File: config.mk
export PLATFORM = sky130hd
export DESIGN_NAME = rrarbiter
export DESIGN_NICKNAME = d
export VERILOG_FILES = /design/src/rtl/rrprioassign_pkg.sv /design/src/rtl/rrprioassign.sv /design/src/rtl/rrarbiter.sv
export SDC_FILE = /design/constraint.sdc
export NUM_CORES = 1
export LEC_CHECK = 0
export ABC_AREA = 1
export CAP_MARGIN = 40
export CORE_ASPECT_RATIO = 1.4
export CORE_MARGIN = 8
export CORE_UTILIZATION = 47
export DETAILED_ROUTE_END_ITERATION = 8
export PLACE_DENSITY = 0.82
export SETUP_SLACK_MARGIN = 0.4
export SLEW_MARGIN = 20
export SYNTH_ARGS = -nofsm -noshare
export SYNTH_HDL_FRONTEND = slang
export SYNTH_SLANG_ARGS = --single-unit
File: constraint.sdc
create_clock -name clk -period 1.4 [get_ports clk]
set_clock_uncertainty 0.1 [all_clocks]
set_input_delay 0.28 -clock clk [delete_from_list [all_inputs] [get_ports clk]]
set_output_delay 0.28 -clock clk [all_outputs]
set_load 0.05 [all_outputs]
File: src/rtl/rrprioassign_pkg.sv
// Shared parameters, FSM state type and small helpers for the round-robin arbiter.
package rrprioassign_pkg;

  localparam int unsigned N   = 4;
  localparam int unsigned IDW = $clog2(N);

  typedef enum logic {
    IDLE = 1'b0,
    BUSY = 1'b1
  } rrarb_state_t;

  function automatic logic [IDW-1:0] onehot2bin(input logic [N-1:0] oh);
    logic [IDW-1:0] b;
    b = '0;
    for (int i = 0; i < N; i++) begin
      if (oh[i]) b = b | IDW'(i);
    end
    return b;
  endfunction

  function automatic logic [N-1:0] rotl1(input logic [N-1:0] v);
    return {v[N-2:0], v[N-1]};
  endfunction

endpackage

File: src/rtl/rrprioassign.sv
// Combinational round-robin pick: first set bit of r at or above the one-hot
// pointer p, wrapping from N-1 back to 0. Zero when r is zero.
module rrprioassign
  import rrprioassign_pkg::*;
(
  input  logic [N-1:0] r,
  input  logic [N-1:0] p,
  output logic [N-1:0] res
);

  logic [2*N-1:0] dbl;
  logic [2*N-1:0] mask;
  logic [2*N-1:0] cand;
  logic [2*N-1:0] low;

  always_comb begin
    dbl  = {r, r};
    // Doubling r makes the wrapped search a plain lowest-set-bit at or above p.
    mask = ~({{N{1'b0}}, p} - {{(2*N-1){1'b0}}, 1'b1});
    cand = dbl & mask;
    low  = cand & (~cand + {{(2*N-1){1'b0}}, 1'b1});
    res  = low[N-1:0] | low[2*N-1:N];
  end

endmodule

File: src/rtl/rrarbiter.sv
// Sequential round-robin arbiter: registers the grant for a whole transaction,
// bounds hold time by MAX_HOLD and rotates priority past each released owner.
module rrarbiter
  import rrprioassign_pkg::*;
#(
  parameter int unsigned MAX_HOLD = 16
) (
  input  logic           clk,
  input  logic           rst,
  input  logic [N-1:0]   req,
  output logic [N-1:0]   gnt,
  output logic [IDW-1:0] gnt_id,
  output logic           busy,
  output logic           timeout
);

  localparam int unsigned HCW = (MAX_HOLD > 0) ? $clog2(MAX_HOLD + 1) : 1;

  rrarb_state_t   state_q, state_d;
  logic [N-1:0]   gnt_q, gnt_d;
  logic [IDW-1:0] id_q, id_d;
  logic [N-1:0]   prio_q, prio_d;
  logic [HCW-1:0] hold_q, hold_d;
  logic           timeout_q, timeout_d;
  logic [N-1:0]   res;
  logic           expire;

  rrprioassign u_pick (
    .r   (req),
    .p   (prio_q),
    .res (res)
  );

  assign expire = (MAX_HOLD != 0) && (hold_q == HCW'(MAX_HOLD));

  always_comb begin
    state_d   = state_q;
    gnt_d     = gnt_q;
    id_d      = id_q;
    prio_d    = prio_q;
    hold_d    = hold_q;
    timeout_d = 1'b0;
    unique case (state_q)
      IDLE: begin
        if (req != '0) begin
          gnt_d   = res;
          id_d    = onehot2bin(res);
          hold_d  = HCW'(1);
          state_d = BUSY;
        end
      end
      BUSY: begin
        if (!req[id_q] || expire) begin
          gnt_d     = '0;
          id_d      = '0;
          hold_d    = '0;
          prio_d    = rotl1(gnt_q);
          // Still requesting here means the release was forced by expiry.
          timeout_d = req[id_q];
          state_d   = IDLE;
        end else begin
          hold_d = hold_q + HCW'(1);
        end
      end
      default: state_d = IDLE;
    endcase
  end

  always_ff @(posedge clk) begin
    if (rst) begin
      state_q   <= IDLE;
      gnt_q     <= '0;
      id_q      <= '0;
      prio_q    <= {{(N-1){1'b0}}, 1'b1};
      hold_q    <= '0;
      timeout_q <= 1'b0;
    end else begin
      state_q   <= state_d;
      gnt_q     <= gnt_d;
      id_q      <= id_d;
      prio_q    <= prio_d;
      hold_q    <= hold_d;
      timeout_q <= timeout_d;
    end
  end

  assign gnt     = gnt_q;
  assign gnt_id  = id_q;
  assign busy    = (state_q == BUSY);
  assign timeout = timeout_q;

endmodule

After elaboration in Yosys (flattened, before gate mapping)
Cells that the tools add are included.
Widths: inputs -> output; s select.

word-level totals
  output and inout bits = 8
  logic and storage cells = 43
  flip-flop bits (word level) = 17
  input port bits = 6

cells by class
  equality and inequality tests = 3
  multiplexer cells = 17
  bitwise logic cells = 7
  order comparisons = 1
  reductions and logical operators = 6
  $add $sub $neg = 3

operator list
  cell                 count
  $and 8x8->8          2
  $not 8->8            2
  $mux 5               2
  $pmux 5 s2           1
  $add 8x1->8 const B  1
  $mux 2               4
  $mux 4               2
  $pmux 4 s2           1
  $add 5x1->5 const B  1
  $eq 5x5->1 const B   1
  $sub 4x1->5 const B  1
  $mux 1               4
  $or 4x4->4           1
  $pmux 2 s2           1
  $reduce_and 2->1     2
  $reduce_bool 4->1    1
  $lt 2x3->1 const B   1
  $reduce_or 3->1      1
  $bmux 1 s2           1
  $ne 2x1->1 const B   1
  $ne 2x2->1 const B   1
  $not 1->1            2
  $pmux 1 s2           1
  $logic_not 1->1      1
  $logic_or 1x1->1     1

Logic depth before layout (Yosys ltp)
Gate-level depths: netlist of the first run.

  word-level depth = 12
  gate-level depth with buffers = 11

Cells and area by module
From an unflattened synthesis of the first run, not the netlist that was laid out.

second synthesis, totals
  cells, all modules = 144
  area total of the unflattened synthesis = 947.2 um^2

by module, submodules not included
  module        cells an instance  area each (um^2)  times used  seq. area each (um^2)
  rrarbiter     104                754.5             1           340.3
  rrprioassign  40                 192.7             1           0.0

Worst setup path before layout of the first run
OpenSTA, ideal clock, no wires.

  path kind = reg-to-reg
  start = register id_q[0] (netlist: gnt_id[0])
  end = register id_q[0] (netlist: gnt_id[0])
  library setup time = 0.113 ns
  arrival time = 1.436 ns
  path slack = -0.249 ns
  required time = 1.187 ns
  path buffers = 0
  stages on the path, launching flop included = 10
  path through = dfxtp_1 > inv_1 > nand2_1 > nand3_1 > nand3_4 > nand2_4 > nand3_1 > nand2_1 > nor2_1 > nor2_1

on the way
  cells in the longest elaborated chain, start to end = 6

ends and longest elaborated chain
  item                          line             RTL
  from (decl)                   rrarbiter.sv:21  logic [IDW-1:0] id_q, id_d;
  from (signal assigned)        rrarbiter.sv:80  id_q <= id_d;
  $bmux 1 s2                    rrarbiter.sv:53  if (!req[id_q] || expire) begin
  $mux 1 (implied by the code)  rrarbiter.sv:53
  $logic_not 1->1               rrarbiter.sv:53
  $logic_or 1x1->1              rrarbiter.sv:53
  $ne 2x1->1 (no line)          n/a
  $reduce_and 2->1 (no line)    n/a

No other way between the ends. The select of a mux whose other input is x is not followed.
A chain may end at the register's enable or synchronous reset.

Worst setup path after layout of the first run
  start = register prio_q[0]
  end = register id_q[0] (netlist: gnt_id[0])

on the way
  cells in the longest elaborated chain, start to end = 12

ends and longest elaborated chain
  item                    line                    RTL
  from (decl)             rrarbiter.sv:22         logic [N-1:0] prio_q, prio_d;
  from (signal assigned)  rrarbiter.sv:74         prio_q <= {{(N-1){1'b0}}, 1'b1};
  from (signal assigned)  rrarbiter.sv:81         prio_q <= prio_d;
  $sub 4x1->5 *           rrprioassign.sv:19      mask = ~({{N{1'b0}}, p} - {{(2*N-1){1'b0}}, 1'b1});
  $not 8->8 *             rrprioassign.sv:19
  $and 8x8->8 *           rrprioassign.sv:20      cand = dbl & mask;
  $not 8->8               rrprioassign.sv:21      low = cand & (~cand + {{(2*N-1){1'b0}}, 1'b1});
  $add 8x1->8             rrprioassign.sv:21
  $and 8x8->8 *           rrprioassign.sv:21
  $or 4x4->4 *            rrprioassign.sv:22      res = low[N-1:0] | low[2*N-1:N];
  $mux 1                  rrprioassign_pkg.sv:16  if (oh[i]) b = b | IDW'(i);
  $mux 2                  rrprioassign_pkg.sv:16
  $mux 2 *                rrprioassign_pkg.sv:16
  $mux 2 *                rrarbiter.sv:45         if (req != '0) begin
  $pmux 2 s2 *            rrarbiter.sv:43         unique case (state_q)

Every way passes the cells marked *; elsewhere a longest branch is shown, timed or not. The select of a mux whose other input is x is not followed.

==> qor.yml, run 1 <==
floorplanning:
  ios: 14
  die-area_sq_um: 3670
  fp.dieH_um: 68.6
  dieWidth_um: 53.6
  core-area_sq_um: 1930
  rows: 19
  start_util: 0.482
detailed_routing:
  drt_iter0_drc: 22
  routedWlPerCell_um: 15.4
  via_per_inst: 5.36
  drcViolationCount: 0
  wl_mm: 3.05
  drtAntennaViolNets: 0
  num_vias: 1061
  dr.pass1.iters: 4
clock_tree:
  cts_tree: "built"
  cts.sinks: 17
  htree_levels: 1
  clk_pin_slew_ps: 110
  clk_latency_ps: 320
  cts_buffers: 3
  clock_path_buffers: 2
  cts-root-buf: "clkbuf_4"
  cts_hold_buf: 0
timing:
  slew_headroom: 0.844
  tightest_slew_ps: 231
  setup_violations: 6
  post-route-period-util: 1.09
  fin_ws_ps: -131
  hold_viol_final: 0
  slew_violations: 0
  period_needed_ps: 1530
  rsz0062_at_grt: "true"
  fmax_mhz: 653
synth:
  synth_warnings: 0
  async_flop_share: 0
  synthCells: 137
  synth_edf_count: 0
  synthesis.nets: 146
  synth_area_leaders: "dfxtp_1, nand2_1, nand3_1"
  synth-seq-cells: 17
  syn_avg_cell_area_sq_um: 6.78
  synthTopCellsByCount: "nand2_1, nand3_1, dfxtp_1"
  yosysTopAreaCellShare: 0.367
  synth_ff_type: "dfxtp_1"
  ys_types: 21
  synth.most_common_cell: "nand2_1"
  synth_area_sq_um: 928
  yosysTopAreaCell: "dfxtp_1"
  ys_seq_area_frac: 0.367
pwr:
  pwr-share-comb: 0.414
  clkPwrFrac: 0.200
  p_int_uw: 889
  switchingPower_uw: 543
  p_per_area_nw_per_um2: 899
  pwr-share-seq: 0.386
  netSwitchingFraction: 0.379
  p_leak_uw: 0.000671
  max-vdd-ir-drop_uv: 898
  finalPower_uw: 1430
final_layout:
  fin_util: 0.828
  n_antenna_cell: 0
  nets: 187
  layout-drive-gt1-share: 0.565
  design_area_sq_um: 1590
  area_delta_synth_final_pct: 71.7
critical_path:
  r2r_cells: 11
  required_ps: 1560
  crit_buf_inv: 2
  critPathLaunch: "prio_q[0]$_SDFFE_PP1P_"
  path_class: "register to register"
  critical_path_arrival_ps: 1690
  worst_path_largest_cell_delay_ps: 360
  endpoint_kind: "register"
  start_kind: "register"
  path_delay_family: "simple AND/OR/NAND/NOR gates"
  regToRegSetupSlack_ps: -130
  crit_chain: "inv_2 > ha_4 > nand2_2 > nand2_2 > inv_2 > nand2_4 > nor2_2 > nand2_1 > a21oi_1 > nor2_1 > nor2_1"
  r2r_end: "gnt_id[0]$_SDFFE_PP0P_"
  crit_slowest_cell: "dfxtp_2"
  r2r-start: "prio_q[0]$_SDFFE_PP1P_"
  path_max_fanout: 3
status:
  status: "finished with violations"
  violations: "negative setup slack"
placement:
  placed_area_sq_um: 1300
  dp_hpwl_mm: 1.93
  gp_congestion: 0.881
  io_buffers: 13
flow_run:
  drv_cap: 0
min_path:
  whs_path_depth: 2
  hold-path-endpoint: "hold_q[3]$_SDFFE_PP0P_"
  hp-start: "hold_q[3]$_SDFFE_PP0P_"
  hold_path.class: "register to register"
global_routing:
  antenna_found_initial: 0
  gr-usage-all-layers: 0.171
  grt_pass1_vias: 1070
  grt_pass1_wl_mm: 4.73
  grt_max_degree: 11
  grt_overflow: 0
==> worst register-to-register path: stages (launching register included) <==
cell and delay, ps:
dfxtp_2 360, inv_2 50, ha_4 230, nand2_2 60, nand2_2 70, inv_2 70, nand2_4 60, nor2_2 100
nand2_1 80, a21oi_1 160, nor2_1 60, nor2_1 80
==> power groups by stage <==
stage	Clock (uW)	Sequential (uW)	Combinational [uW]
global route	303	555	629
global placement	0	571	426
detailed placement	0	572	435
finish	287	553	593
CTS	272	554	511
floorplan	0	620	197
==> final cells by class <==
cell class | count | area, sq um
multi-input combinational | 104 | 708
timing repair buffer | 37 | 400
sequential | 17 | 373
fill | 114 | 332
inverter | 15 | 58.8
tap | 21 | 26.3
clock buffer | 3 | 22.5
clock inverter | 1 | 5.00
==> cell families (layout without fill, tap and decap cells) <==
family | Yosys count | in the layout | share of synthesized area
fa+ha+maj | 3 | 3 | 0.0404
buf+inv | 16 | 56 | 0.0687
compound gates | 16 | 16 | 0.0917
xor+xnor | 2 | 2 | 0.0189
flops | 17 | 17 | 0.367
simple gates | 83 | 83 | 0.414
==> worst max path at each step <==
stage	cells past startpoint	end
after global placement	9	gnt_id[1]$_SDFFE_PP0P_
after floorplan	11	gnt_id[0]$_SDFFE_PP0P_
after detailed placement	9	gnt_id[1]$_SDFFE_PP0P_
after CTS	10	gnt[3]$_SDFFE_PP0P_
after global routing	11	gnt_id[0]$_SDFFE_PP0P_
final	11	gnt_id[0]$_SDFFE_PP0P_
==> per-layer routing <==
metal  share of wire  global-route usage
met4           0.033              0.0823
met5               0                   0
met1            0.35               0.168
met2            0.59               0.331
met3           0.027              0.0279
==> what timing repair did <==
item | 4_1_cts | 5_1_grt
resized for setup | 27 | 29
pin swaps | 15 | 17
setup endpoints to repair | 25 | 25
setup buffers | 9 | 4
==> cells in the final DEF (no fill, tap or decap), drive strengths merged <==
master,Yosys,routed
a21oi,10,10
a31oi,1,1
buf,1,32
clkbuf,0,3
clkdlybuf4s50,0,1
clkinv,0,1
dfxtp,17,17
dlygate4sd2,0,4
ha,3,3
inv,15,15
nand2,45,45
nand3,20,20
nand4,1,1
nor2,16,16
o21ai,5,5
or2,1,1
xnor2,2,2
==> state kept, by name (all words and copies together) (netlist names) <==
signal / cells
timeout: 1
gnt: 4
prio_q: 4
busy: 1
hold_q: 5
gnt_id: 2
==> stage by stage <==
stage          TNS (ps)  worst slack (ps)  hold WS, ps  std cells
2_1_floorplan         0              42.1          360        137
3_3_place_gp      -4550              -357          368        181
3_5_place_dp      -4970              -368          382        181
4_1_cts            -244             -71.5          449        194
5_1_grt            -924              -195          446        198
6_report           -528              -131          422        198
(Power assumes the default switching activity.)
==> run 2, diff against run 1 <==
--- a/config.mk
+++ b/config.mk
@@ -13,7 +13,7 @@
 export DETAILED_ROUTE_END_ITERATION = 8
 export PLACE_DENSITY = 0.82
 export SETUP_SLACK_MARGIN = 0.4
-export SLEW_MARGIN = 20
+export SLEW_MARGIN = 0
 export SYNTH_ARGS = -nofsm -noshare
 export SYNTH_HDL_FRONTEND = slang
 export SYNTH_SLANG_ARGS = --single-unit
==> results of run 2 <==
The final DEF is identical to that of run 1; final timing and power are the same.
